### src/rtl/alu_pkg.sv
// Shared definitions for the execute-stage ALU: command codes, FSM states and
// status flag bit positions.
package alu_pkg;

  localparam int CMD_BITS = 4;

  localparam logic [CMD_BITS-1:0] CMD_MOV = 4'b0001;
  localparam logic [CMD_BITS-1:0] CMD_ADD = 4'b0010;
  localparam logic [CMD_BITS-1:0] CMD_ADC = 4'b0011;
  localparam logic [CMD_BITS-1:0] CMD_SUB = 4'b0100;
  localparam logic [CMD_BITS-1:0] CMD_SBC = 4'b0101;
  localparam logic [CMD_BITS-1:0] CMD_AND = 4'b0110;
  localparam logic [CMD_BITS-1:0] CMD_ORR = 4'b0111;
  localparam logic [CMD_BITS-1:0] CMD_EOR = 4'b1000;
  localparam logic [CMD_BITS-1:0] CMD_MVN = 4'b1001;
  localparam logic [CMD_BITS-1:0] CMD_MUL = 4'b1010;

  typedef enum logic [1:0] {
    ST_IDLE     = 2'd0,
    ST_MUL_BUSY = 2'd1,
    ST_DONE     = 2'd2
  } alu_state_e;

  localparam int FLAG_N = 3;
  localparam int FLAG_Z = 2;
  localparam int FLAG_C = 1;
  localparam int FLAG_V = 0;

endpackage

### src/rtl/alu_mul_iter.sv
// Iterative shift-add multiplier: one partial product per cycle, WIDTH steps.
// done_o/prod_o are combinational so the caller can register the final step.
module alu_mul_iter
  import alu_pkg::*;
#(
  parameter int WIDTH = 32
) (
  input  logic             clk,
  input  logic             rst,
  input  logic             start_i,
  input  logic [WIDTH-1:0] a_i,
  input  logic [WIDTH-1:0] b_i,
  output logic             done_o,
  output logic [WIDTH-1:0] prod_o
);

  localparam int CNT_W = $clog2(WIDTH);
  localparam logic [CNT_W-1:0] LAST_STEP = CNT_W'(WIDTH - 1);

  logic [WIDTH-1:0] acc_q, acc_d;
  logic [WIDTH-1:0] mcand_q, mcand_d;
  logic [WIDTH-1:0] mplier_q, mplier_d;
  logic [CNT_W-1:0] cnt_q, cnt_d;
  logic             run_q, run_d;
  logic [WIDTH-1:0] acc_next_s;

  // Step datapath and next-state selection.
  always_comb begin
    acc_next_s = acc_q + (mplier_q[0] ? mcand_q : {WIDTH{1'b0}});
    done_o     = run_q & (cnt_q == LAST_STEP);
    prod_o     = acc_next_s;
    acc_d      = acc_q;
    mcand_d    = mcand_q;
    mplier_d   = mplier_q;
    cnt_d      = cnt_q;
    run_d      = run_q;
    if (start_i) begin
      acc_d    = {WIDTH{1'b0}};
      mcand_d  = a_i;
      mplier_d = b_i;
      cnt_d    = {CNT_W{1'b0}};
      run_d    = 1'b1;
    end else if (run_q) begin
      acc_d    = acc_next_s;
      mcand_d  = mcand_q << 1'b1;
      mplier_d = mplier_q >> 1'b1;
      cnt_d    = cnt_q + CNT_W'(1);
      run_d    = ~done_o;
    end else begin
      run_d    = 1'b0;
    end
  end

  // Multiplier state registers.
  always_ff @(posedge clk) begin
    if (rst) begin
      acc_q    <= {WIDTH{1'b0}};
      mcand_q  <= {WIDTH{1'b0}};
      mplier_q <= {WIDTH{1'b0}};
      cnt_q    <= {CNT_W{1'b0}};
      run_q    <= 1'b0;
    end else begin
      acc_q    <= acc_d;
      mcand_q  <= mcand_d;
      mplier_q <= mplier_d;
      cnt_q    <= cnt_d;
      run_q    <= run_d;
    end
  end

endmodule

### src/rtl/alu_seq_unit.sv
// Handshaked execute-stage ALU: single-cycle ARM data-processing ops plus an
// iterative MUL, with registered result and NZCV flags.
module alu_seq_unit
  import alu_pkg::*;
#(
  parameter int WIDTH = 32,
  parameter int CMD_W = 4
) (
  input  logic             clk,
  input  logic             rst,
  input  logic             in_valid,
  output logic             in_ready,
  input  logic [CMD_W-1:0] exe_cmd,
  input  logic [WIDTH-1:0] val1,
  input  logic [WIDTH-1:0] val2,
  input  logic             carry_in,
  input  logic             set_status,
  output logic             out_valid,
  input  logic             out_ready,
  output logic [WIDTH-1:0] alu_result,
  output logic [3:0]       status_out,
  output logic             busy
);

  localparam int M = WIDTH - 1;

  alu_state_e       state_q, state_d;
  logic [WIDTH-1:0] result_q, result_d;
  logic [3:0]       status_q, status_d;
  logic             out_valid_q, out_valid_d;
  logic             set_q, set_d;

  logic             accept_s, retire_s, is_mul_s, mul_start_s, mul_done_s;
  logic [WIDTH-1:0] mul_prod_s;
  logic [WIDTH:0]   ext_s;
  logic [WIDTH-1:0] res_s;
  logic             c_s, v_s;
  logic [3:0]       flags_s;
  logic [3:0]       mul_flags_s;

  assign in_ready   = (state_q == ST_IDLE) | ((state_q == ST_DONE) & out_ready);
  assign accept_s   = in_valid & in_ready;
  assign retire_s   = (state_q == ST_DONE) & out_ready;
  assign is_mul_s   = (exe_cmd == CMD_W'(CMD_MUL));
  assign out_valid  = out_valid_q;
  assign alu_result = result_q;
  assign status_out = status_q;
  assign busy       = (state_q == ST_MUL_BUSY);

  alu_mul_iter #(.WIDTH(WIDTH)) u_mul (
    .clk    (clk),
    .rst    (rst),
    .start_i(mul_start_s),
    .a_i    (val1),
    .b_i    (val2),
    .done_o (mul_done_s),
    .prod_o (mul_prod_s)
  );

  // Single-cycle datapath; arithmetic is done one bit wider to expose carry/borrow.
  always_comb begin
    ext_s = {(WIDTH+1){1'b0}};
    res_s = {WIDTH{1'b0}};
    c_s   = 1'b0;
    v_s   = 1'b0;
    case (exe_cmd)
      CMD_W'(CMD_MOV): res_s = val2;
      CMD_W'(CMD_MVN): res_s = ~val2;
      CMD_W'(CMD_ADD), CMD_W'(CMD_ADC): begin
        ext_s = {1'b0, val1} + {1'b0, val2}
              + {{WIDTH{1'b0}}, (exe_cmd == CMD_W'(CMD_ADC)) & carry_in};
        res_s = ext_s[M:0];
        c_s   = ext_s[WIDTH];
        v_s   = (val1[M] == val2[M]) & (res_s[M] != val1[M]);
      end
      CMD_W'(CMD_SUB), CMD_W'(CMD_SBC): begin
        ext_s = {1'b0, val1} - {1'b0, val2}
              - {{WIDTH{1'b0}}, (exe_cmd == CMD_W'(CMD_SBC)) & carry_in};
        res_s = ext_s[M:0];
        c_s   = ext_s[WIDTH];
        v_s   = (val1[M] != val2[M]) & (res_s[M] != val1[M]);
      end
      CMD_W'(CMD_AND): res_s = val1 & val2;
      CMD_W'(CMD_ORR): res_s = val1 | val2;
      CMD_W'(CMD_EOR): res_s = val1 ^ val2;
      default:         res_s = {WIDTH{1'b0}};
    endcase
    flags_s         = 4'b0000;
    flags_s[FLAG_N] = res_s[M];
    flags_s[FLAG_Z] = (res_s == {WIDTH{1'b0}});
    flags_s[FLAG_C] = c_s;
    flags_s[FLAG_V] = v_s;
    // MUL leaves C and V untouched.
    mul_flags_s         = status_q;
    mul_flags_s[FLAG_N] = mul_prod_s[M];
    mul_flags_s[FLAG_Z] = (mul_prod_s == {WIDTH{1'b0}});
  end

  // Control FSM next-state, result/flag load and set_status capture.
  always_comb begin
    state_d     = state_q;
    result_d    = result_q;
    status_d    = status_q;
    out_valid_d = out_valid_q;
    set_d       = set_q;
    mul_start_s = 1'b0;
    if ((state_q == ST_MUL_BUSY) && mul_done_s) begin
      state_d     = ST_DONE;
      result_d    = mul_prod_s;
      out_valid_d = 1'b1;
      if (set_q) begin
        status_d = mul_flags_s;
      end else begin
        status_d = status_q;
      end
    end else if (accept_s) begin
      set_d = set_status;
      if (is_mul_s) begin
        state_d     = ST_MUL_BUSY;
        out_valid_d = 1'b0;
        mul_start_s = 1'b1;
      end else begin
        state_d     = ST_DONE;
        result_d    = res_s;
        out_valid_d = 1'b1;
        if (set_status) begin
          status_d = flags_s;
        end else begin
          status_d = status_q;
        end
      end
    end else if (retire_s) begin
      state_d     = ST_IDLE;
      out_valid_d = 1'b0;
    end else begin
      state_d = state_q;
    end
  end

  // Registered state, result, flags and handshake output.
  always_ff @(posedge clk) begin
    if (rst) begin
      state_q     <= ST_IDLE;
      result_q    <= {WIDTH{1'b0}};
      status_q    <= 4'b0000;
      out_valid_q <= 1'b0;
      set_q       <= 1'b0;
    end else begin
      state_q     <= state_d;
      result_q    <= result_d;
      status_q    <= status_d;
      out_valid_q <= out_valid_d;
      set_q       <= set_d;
    end
  end

endmodule
### config.mk
export PLATFORM = sky130hd
export DESIGN_NAME = alu_seq_unit
export DESIGN_NICKNAME = d
export VERILOG_FILES = /design/src/rtl/alu_pkg.sv /design/src/rtl/alu_mul_iter.sv /design/src/rtl/alu_seq_unit.sv
export SDC_FILE = /design/constraint.sdc
export NUM_CORES = 1
export LEC_CHECK = 0
export BUFFER_PORTS_ARGS = -buffer_cell sky130_fd_sc_hd__buf_2
export CAP_MARGIN = 30
export CORE_MARGIN = 2
export CORE_UTILIZATION = 56
export CTS_CLUSTER_DIAMETER = 60
export DETAILED_ROUTE_END_ITERATION = 6
export PLACE_DENSITY = 0.82
export RECOVER_POWER = 25
export SETUP_SLACK_MARGIN = 0.4
export SYNTH_ARGS = -nofsm -noshare
export SYNTH_HDL_FRONTEND = slang
export SYNTH_SLANG_ARGS = --single-unit
### constraint.sdc
create_clock -name clk -period 5.9 [get_ports clk]
set_clock_uncertainty 0.15 [all_clocks]
set_input_delay 0.295 -clock clk [delete_from_list [all_inputs] [get_ports clk]]
set_output_delay 0.295 -clock clk [all_outputs]
set_load 0.01 [all_outputs]
==> results of run 1 <==
worst max-delay path: cells and delay by family:
family | cells | cell delay (ns)
simple gates | 10 | 2.56
fa+ha+maj | 3 | 1.10
buf+inv | 3 | 0.55
compound gates | 4 | 0.71
through the flow:
step	power (mW)	area, µm²
floorplan	1.70	14100
global placement	1.97	14800
detailed placement	1.98	14800
CTS	3.21	15400
global route	3.36	15400
finish	3.24	15400
state kept, by name, summed over array words and instances (netlist names):
register,flops
u_mul.run_q,1
u_mul.acc_q,32
status_out,4
set_q,1
u_mul.mcand_q,32
alu_result,32
u_mul.mplier_q,32
state_q,2
u_mul.cnt_q,5
cells by family after synthesis:
family	Yosys count	share of synthesized area, %
AO/OA/AOI/OAI	535	26.2
XOR/XNOR	102	6.35
adder cells (fa/ha/maj)	164	14.9
buffers and inverters	239	6.64
flip-flops	141	20.1
multiplexers	101	7.21
AND/OR/NAND/NOR	560	18.7
cell usage after synthesis (9+ instances only):
master	count	area (µm²)
a211oi_1	85	638
a21o_1	30	225
a21oi_1	122	611
a221oi_1	32	280
a22oi_1	24	180
a31oi_1	9	56.3
and2_1	36	225
and3_1	13	81.3
clkbuf_1	100	375
dfxtp_1	141	2820
ha_1	159	1990
inv_1	124	465
mux2i_1	98	981
nand2_1	121	454
nand2b_1	13	81.3
nand3_1	30	150
nand4_1	19	119
nor2_1	233	875
nor3_1	33	165
o211ai_1	15	113
o21a_1	15	113
o21ai_0	74	370
o22ai_1	25	156
o31ai_1	13	97.6
xnor2_1	67	587
xor2_1	35	307
cell type report:
class                           instances  area [µm²]
Clock inverter                         12         208
Timing Repair Buffer                  133         673
Inverter                              124         465
Clock buffer                           18         439
Multi-Input combinational cell       1462       10300
Tap cell                              330         413
Sequential cell                       141        2830
Fill cell                            2180        9520
power by group through the flow:
stage	Sequential, mW	Clock, mW	Combinational (mW)
after floorplan	1.02	0	0.682
after global placement	1.02	0	0.946
after detailed placement	1.02	0	0.960
after CTS	1.00	1.24	0.968
after global routing	1.00	1.28	1.07
final	1.00	1.24	0.996
worst min-delay path by stage:
stage	depth (start not counted)	slack, ns	start	to
2_1_floorplan	2	0.28	set_status	set_q
3_3_place_gp	2	0.29	alu_result[10]	alu_result[10]
3_5_place_dp	2	0.29	alu_result[10]	alu_result[10]
4_1_cts	3	0.002	set_status	set_q
5_1_grt	3	0.02	set_status	set_q
6_report	3	0.003	set_status	set_q
metal layers:
metal	GRT usage (%)	share of wire [%]
met1	47.5	43
met2	52.3	43
met3	5.42	11
met4	11.0	3.1
met5	0	0
what timing repair did:
action / CTS / global route
endpoints found under the hold margin: 1 / 0
resized for setup: 0 / 2
hold buffers: 1 / 0
endpoints found under the setup margin: 0 / 1
==> reports/qor.csv, run 1 <==
stage,metric,value,unit
die,die_w,163,µm
sta,slew_violations,54,
cts,cts.sinks,141,
run_status,violations,"max-capacitance violations, max-slew violations",
sta,worstMarginPinSlew,1.71,ns
grt,grt_pass1_vias,13264,
synthesis,yosysUniqueCellTypes,89,
synthesis,ys_seq_area_share,20.1,%
worst_setup_path,rrSetupSlack,1.30,ns
worst_setup_path,critPathKind,in2reg,
routing,drt_pre_antenna_iters,7,
grt,grt_antenna_before_repair,0,
routing,vias_per_cell,6.46,
worst_setup_path,reg2regPathDepth,15,
job,maxCapViolations,1,
routing,drtIter0Drc,1450,
cells_and_area,layout-drive-gt1-share,8.52,%
cts,worstSkewPairLatency,0.43,ns
power_and_ir_drop,power.switching,1.13,mW
worst_setup_path,crit_path_cell_trace,"buf_2, inv_1, nor3_2, and3_1, fa_1, inv_1, ha_1, nor2_1, fa_1, or3_1, a21oi_1, a2111oi_1, nand4_1, or4b_2, nor4_1, nand4_1, nor4_1, and4_2, a32oi_2, o41ai_2",
sta,period_share,85.8,%
worst_setup_path,worstPathArrival,5.24,ns
synthesis,synth_area,14100,µm²
power_and_ir_drop,power_density,211,nW/µm²
worst_setup_path,startpoint_type,input pin,
cells_and_area,layoutNonFillerInstCount,2220,
cts,clk_path_buf_depth,2,
sta,layout_setup_ws,0.838,ns
synthesis,synth_nets,2080,
placed_design,dp_hpwl,33.6,mm
power_and_ir_drop,p_comb_share,30.7,%
synthesis,synth_warnings,0,
cts,root_buffer,clkbuf_16,
routing,drc_errors,0,
synthesis,yosys_most_used_dff,dfxtp_1,
cells_and_area,synthToLayoutAreaGrowth,9.23,%
die,core_area,24900,µm²
worst_setup_path,slowest_delay,0.64,ns
power_and_ir_drop,swShare,35.0,%
die,dieHeight,163,µm
worst_setup_path,crit_start,exe_cmd[2],
die,initial_utilization,56.5,%
worst_setup_path,worst-path-max-fanout,16,
worst_setup_path,regToRegEndpoint,status_out[2],
cells_and_area,fin_nets,2117,
sta,tns,0,ns
cells_and_area,finish.utilization,61.7,%
grt,grt_pass1_wl,70.7,mm
grt,grt_start_max_net_pins,78,
sta,setup_viol,0,
placed_design,io_buffers,112,
cts,cts_tree,yes,
power_and_ir_drop,p_leak,6.41,nW
die,die-area,26400,µm²
synthesis,synthCells,1842,
cts,cts-buffers-inserted,17,
synthesis,synth-seq-cells,141,
worst_setup_path,endpoint_kind,flip-flop,
sta,maxSlewHeadroom,-14.2,%
grt,overflow,0,
cts,cts_setup_buffers,0,
cts,htreeDepth,4,
power_and_ir_drop,ir_drop,137,µV
routing,detail-route-antenna-nets,0,
power_and_ir_drop,p_int,2.11,mW
worst_setup_path,endpoint,status_out[2],
routing,wl,45.4,mm
cells_and_area,mostFrequentLayoutCells,"nor2_1 (232), ha_1 (159), dfxtp_1 (140)",
power_and_ir_drop,clkPwrFrac,38.4,%
placed_design,place_inst,2189,
routing,wire_per_inst,20.5,µm
cells_and_area,layout_commonest_cell,nor2_1,
synthesis,avgSynthCellArea,7.64,µm²
sta,hold_slack,0.00303,ns
worst_setup_path,cpMaxStageDelayCell,or4b_2,
synthesis,synth-edff-count,0,
placed_design,gp_congestion,0.984,
min_path,hold_path_class,in2reg,
routing,dr_total_vias,14331,
power_and_ir_drop,power_frac_seq,30.9,%
sta,timing.fmax,198,MHz
sta,grt_setup_unrepaired,false,
placed_design,pre_cts_slack,0.409,ns
cts,clkTransAtPathRegs,0.06,ns
sta,hold_violations,0,
worst_setup_path,cp_data_required_time,6.08,ns
synthesis,async_flop_share,0,%
die,num_rows,58,
worst_setup_path,r2r-start,u_mul.mplier_q[0],
cells_and_area,antennaDiodeCount,0,
grt,grtUsageTotal,33.6,%
run_status,status,"finished, violations left",
sta,fin_crit,5.06,ns
die,ios,113,
Power figures use the tool's default switching activity.
==> run 2: changes to the inputs <==
- REMOVE_ABC_BUFFERS: not set -> 1
==> run 2 against run 1 <==
The flow still finishes with violations (max-capacitance violations, max-slew violations). Non-clock buffer count grew 1. Count of clock-buffer cells in the layout up 1. Die area stayed put. Highest routed layer unchanged. Utilization shrank 0.31 points. Critical path type unchanged. Final area fell by 0.50%. Hold slack improved by 0.018 ns. Critical path depth stayed put. First-iteration DRC count down 4.8%. Worst setup slack improved by 0.084 ns. Routed wire length grew 2.9%.
==> reports/qor.csv, run 2 (synthesized netlist as in run 1, its figures left out) <==
stage,metric,value,unit,change
run_status,status,"finished, violations left",,
run_status,violations,"max-capacitance violations, max-slew violations",,
grt,grt_pass1_vias,13305,,+0.31%
cells_and_area,synthToLayoutAreaGrowth,8.69,%,
sta,tns,0,ns,unchanged
sta,grt_setup_unrepaired,false,,
placed_design,io_buffers,112,,unchanged
worst_setup_path,critPathKind,in2reg,,
cts,clk_path_buf_depth,2,,unchanged
power_and_ir_drop,clkPwrFrac,35.4,%,-3.0 points
cells_and_area,layout_commonest_cell,nor2_1,,
cts,clkTransAtPathRegs,0.07,ns,about the same
sta,hold_violations,0,,unchanged
cells_and_area,fin_nets,2118,,+0.047%
routing,drt_pre_antenna_iters,5,,-2
placed_design,gp_congestion,1.00,,+2.0%
worst_setup_path,worst-path-max-fanout,19,,+3
power_and_ir_drop,ir_drop,161,µV,+18%
sta,fin_crit,4.98,ns,-0.0838 ns
cts,worstSkewPairLatency,0.44,ns,about the same
worst_setup_path,startpoint_type,input pin,,
routing,vias_per_cell,6.39,,-1.1%
die,initial_utilization,56.5,%,unchanged
job,maxCapViolations,2,,+1
worst_setup_path,cp_data_required_time,6.10,ns,+0.02 ns
grt,grt_antenna_before_repair,1,,+1
die,num_rows,58,,unchanged
sta,slew_violations,108,,+100%
routing,drc_errors,0,,unchanged
worst_setup_path,r2r-start,u_mul.mplier_q[0],,
min_path,hp-start,val2[31],,
power_and_ir_drop,power_density,203,nW/µm²,-3.7%
routing,drtIter0Drc,1381,,-4.8%
cts,root_buffer,clkbuf_16,,
sta,maxSlewHeadroom,-98.0,%,-84 points
power_and_ir_drop,power_frac_seq,32.3,%,+1.4 points
power_and_ir_drop,power.switching,1.18,mW,+4.1%
die,die_w,163,µm,unchanged
min_path,worstHoldPathCells,3,,unchanged
cells_and_area,final_cell_area,15300,µm²,-0.50%
sta,setup_viol,0,,unchanged
cells_and_area,layout-drive-gt1-share,8.51,%,-0.014 points
power_and_ir_drop,p_leak,6.38,nW,-0.54%
cts,cts_tree,yes,,
cts,cts.sinks,141,,unchanged
cts,cts_setup_buffers,0,,unchanged
cells_and_area,mostFrequentLayoutCells,"nor2_1 (232), ha_1 (159), dfxtp_1 (140)",,
sta,period_share,84.4,%,-1.4 points
die,core_area,24900,µm²,unchanged
cts,htreeDepth,4,,unchanged
die,ios,113,,unchanged
worst_setup_path,regToRegEndpoint,status_out[2],,
worst_setup_path,endpoint_kind,flip-flop,,
grt,grt_start_max_net_pins,79,,+1.3%
cts,cts-buffers-inserted,17,,unchanged
worst_setup_path,reg2regPathDepth,16,,+1
routing,wl,46.7,mm,+2.9%
die,die-area,26400,µm²,unchanged
min_path,hold_path_class,in2reg,,
grt,grtUsageTotal,34.8,%,+1.2 points
min_path,holdPathEnd,u_mul.mplier_q[31],,
placed_design,place_area,14800,µm²,unchanged
sta,timing.fmax,201,MHz,+1.7%
grt,overflow,0,,unchanged
sta,worstMarginPinSlew,2.97,ns,+1.26 ns
placed_design,dp_hpwl,34.8,mm,+3.6%
routing,wire_per_inst,21.0,µm,+2.7%
routing,dr_total_vias,14204,,-0.89%
grt,grt_pass1_wl,72.4,mm,+2.4%
worst_setup_path,worstPathArrival,5.18,ns,-0.06 ns
routing,detail-route-antenna-nets,0,,unchanged
die,dieHeight,163,µm,unchanged
power_and_ir_drop,swShare,38.0,%,+3.0 points
worst_setup_path,rrSetupSlack,1.36,ns,+0.06 ns
power_and_ir_drop,p_comb_share,32.4,%,+1.7 points
power_and_ir_drop,p_int,1.93,mW,-8.7%
==> run 2: cell count changes in the layout (fill, tap and decap cells not counted), moves of 2 or more <==
cell        previous run  this run
inv_8                  0         3
inv_6                  4         6
clkbuf_1              40        42
clkinvlp_4             0         3
bufinv_16              5         0
==> run 2: stage by stage <==
stage / std cells / setup slack, ns / total power, mW / hold slack, ns / util, %
floorplan: 1727 / -0.673 / 1.68 / 0.214 / -
global placement: 2190 / 0.547 / 1.98 / 0.291 / 59.3
detailed placement: 2190 / 0.615 / 1.99 / 0.304 / 59.3
CTS: 2223 / 1.03 / 3.08 / 0.00922 / 61.7
global route: 2224 / 0.668 / 3.23 / 0.0297 / 61.4
finish: 2224 / 0.921 / 3.11 / 0.0209 / 61.4
==> run 2: area by class of cell <==
cell class / instances / area [µm²]
sequential: 141 / 2830
multi-input combinational: 1462 / 10300
timing repair buffer: 134 / 674
tap: 330 / 413
inverter: 124 / 465
antenna: 1 / 2.50
clock buffer: 19 / 454
fill: 2263 / 9600
clock inverter: 13 / 118
==> run 2: layer usage <==
| metal | global-route usage [%] | vias to the layer above | share of wire [%] |
|---|---|---|---|
| met5 | 0 | - | 0 |
| met4 | 12.9 | 0 | 3.4 |
| met3 | 6.67 | 111 | 10 |
| met2 | 53.5 | 725 | 43 |
| met1 | 48.4 | 6640 | 43 |
| li1 | - | 6728 | - |
==> run 2: worst max-delay path, stage by stage <==
cell       delay [ns]
buf_2            0.20
nor3_2           0.25
and3_1           0.20
fa_1             0.45
inv_1            0.08
ha_1             0.17
nor2_1           0.07
fa_1             0.41
nand2b_1         0.13
a2111oi_2        0.09
nor4_1           0.86
o21bai_1         0.21
nand2_1          0.16
a21oi_1          0.08
a211o_1          0.29
or4_1            0.51
nor4_1           0.30
and4_2           0.29
a32oi_2          0.05
o41ai_2          0.07
==> run 2: what timing repair did <==
item                                   in CTS  in global routing
endpoints found under the hold margin       1                  0
resized for setup                           0                  0
hold buffers                                1                  0
==> run 2: how the worst max path moves through the flow <==
stage,from,to,slack (ns),cells after the start
after floorplan,u_mul.run_q,status_out[2],-0.67,11
after global placement,exe_cmd[1],status_out[2],0.55,20
after detailed placement,exe_cmd[3],status_out[2],0.61,20
after CTS,exe_cmd[1],status_out[2],1.03,20
after global routing,exe_cmd[1],alu_result[28],0.67,20
final,exe_cmd[1],status_out[2],0.92,20
==> run 2: power groups by stage <==
stage | sequential, mW | clock [mW] | combinational, mW
after floorplan | 1.03 | 0 | 0.647
final | 1.00 | 1.10 | 1.01
after global placement | 1.02 | 0 | 0.961
after global routing | 1.00 | 1.14 | 1.08
after detailed placement | 1.02 | 0 | 0.970
after CTS | 1.00 | 1.10 | 0.977
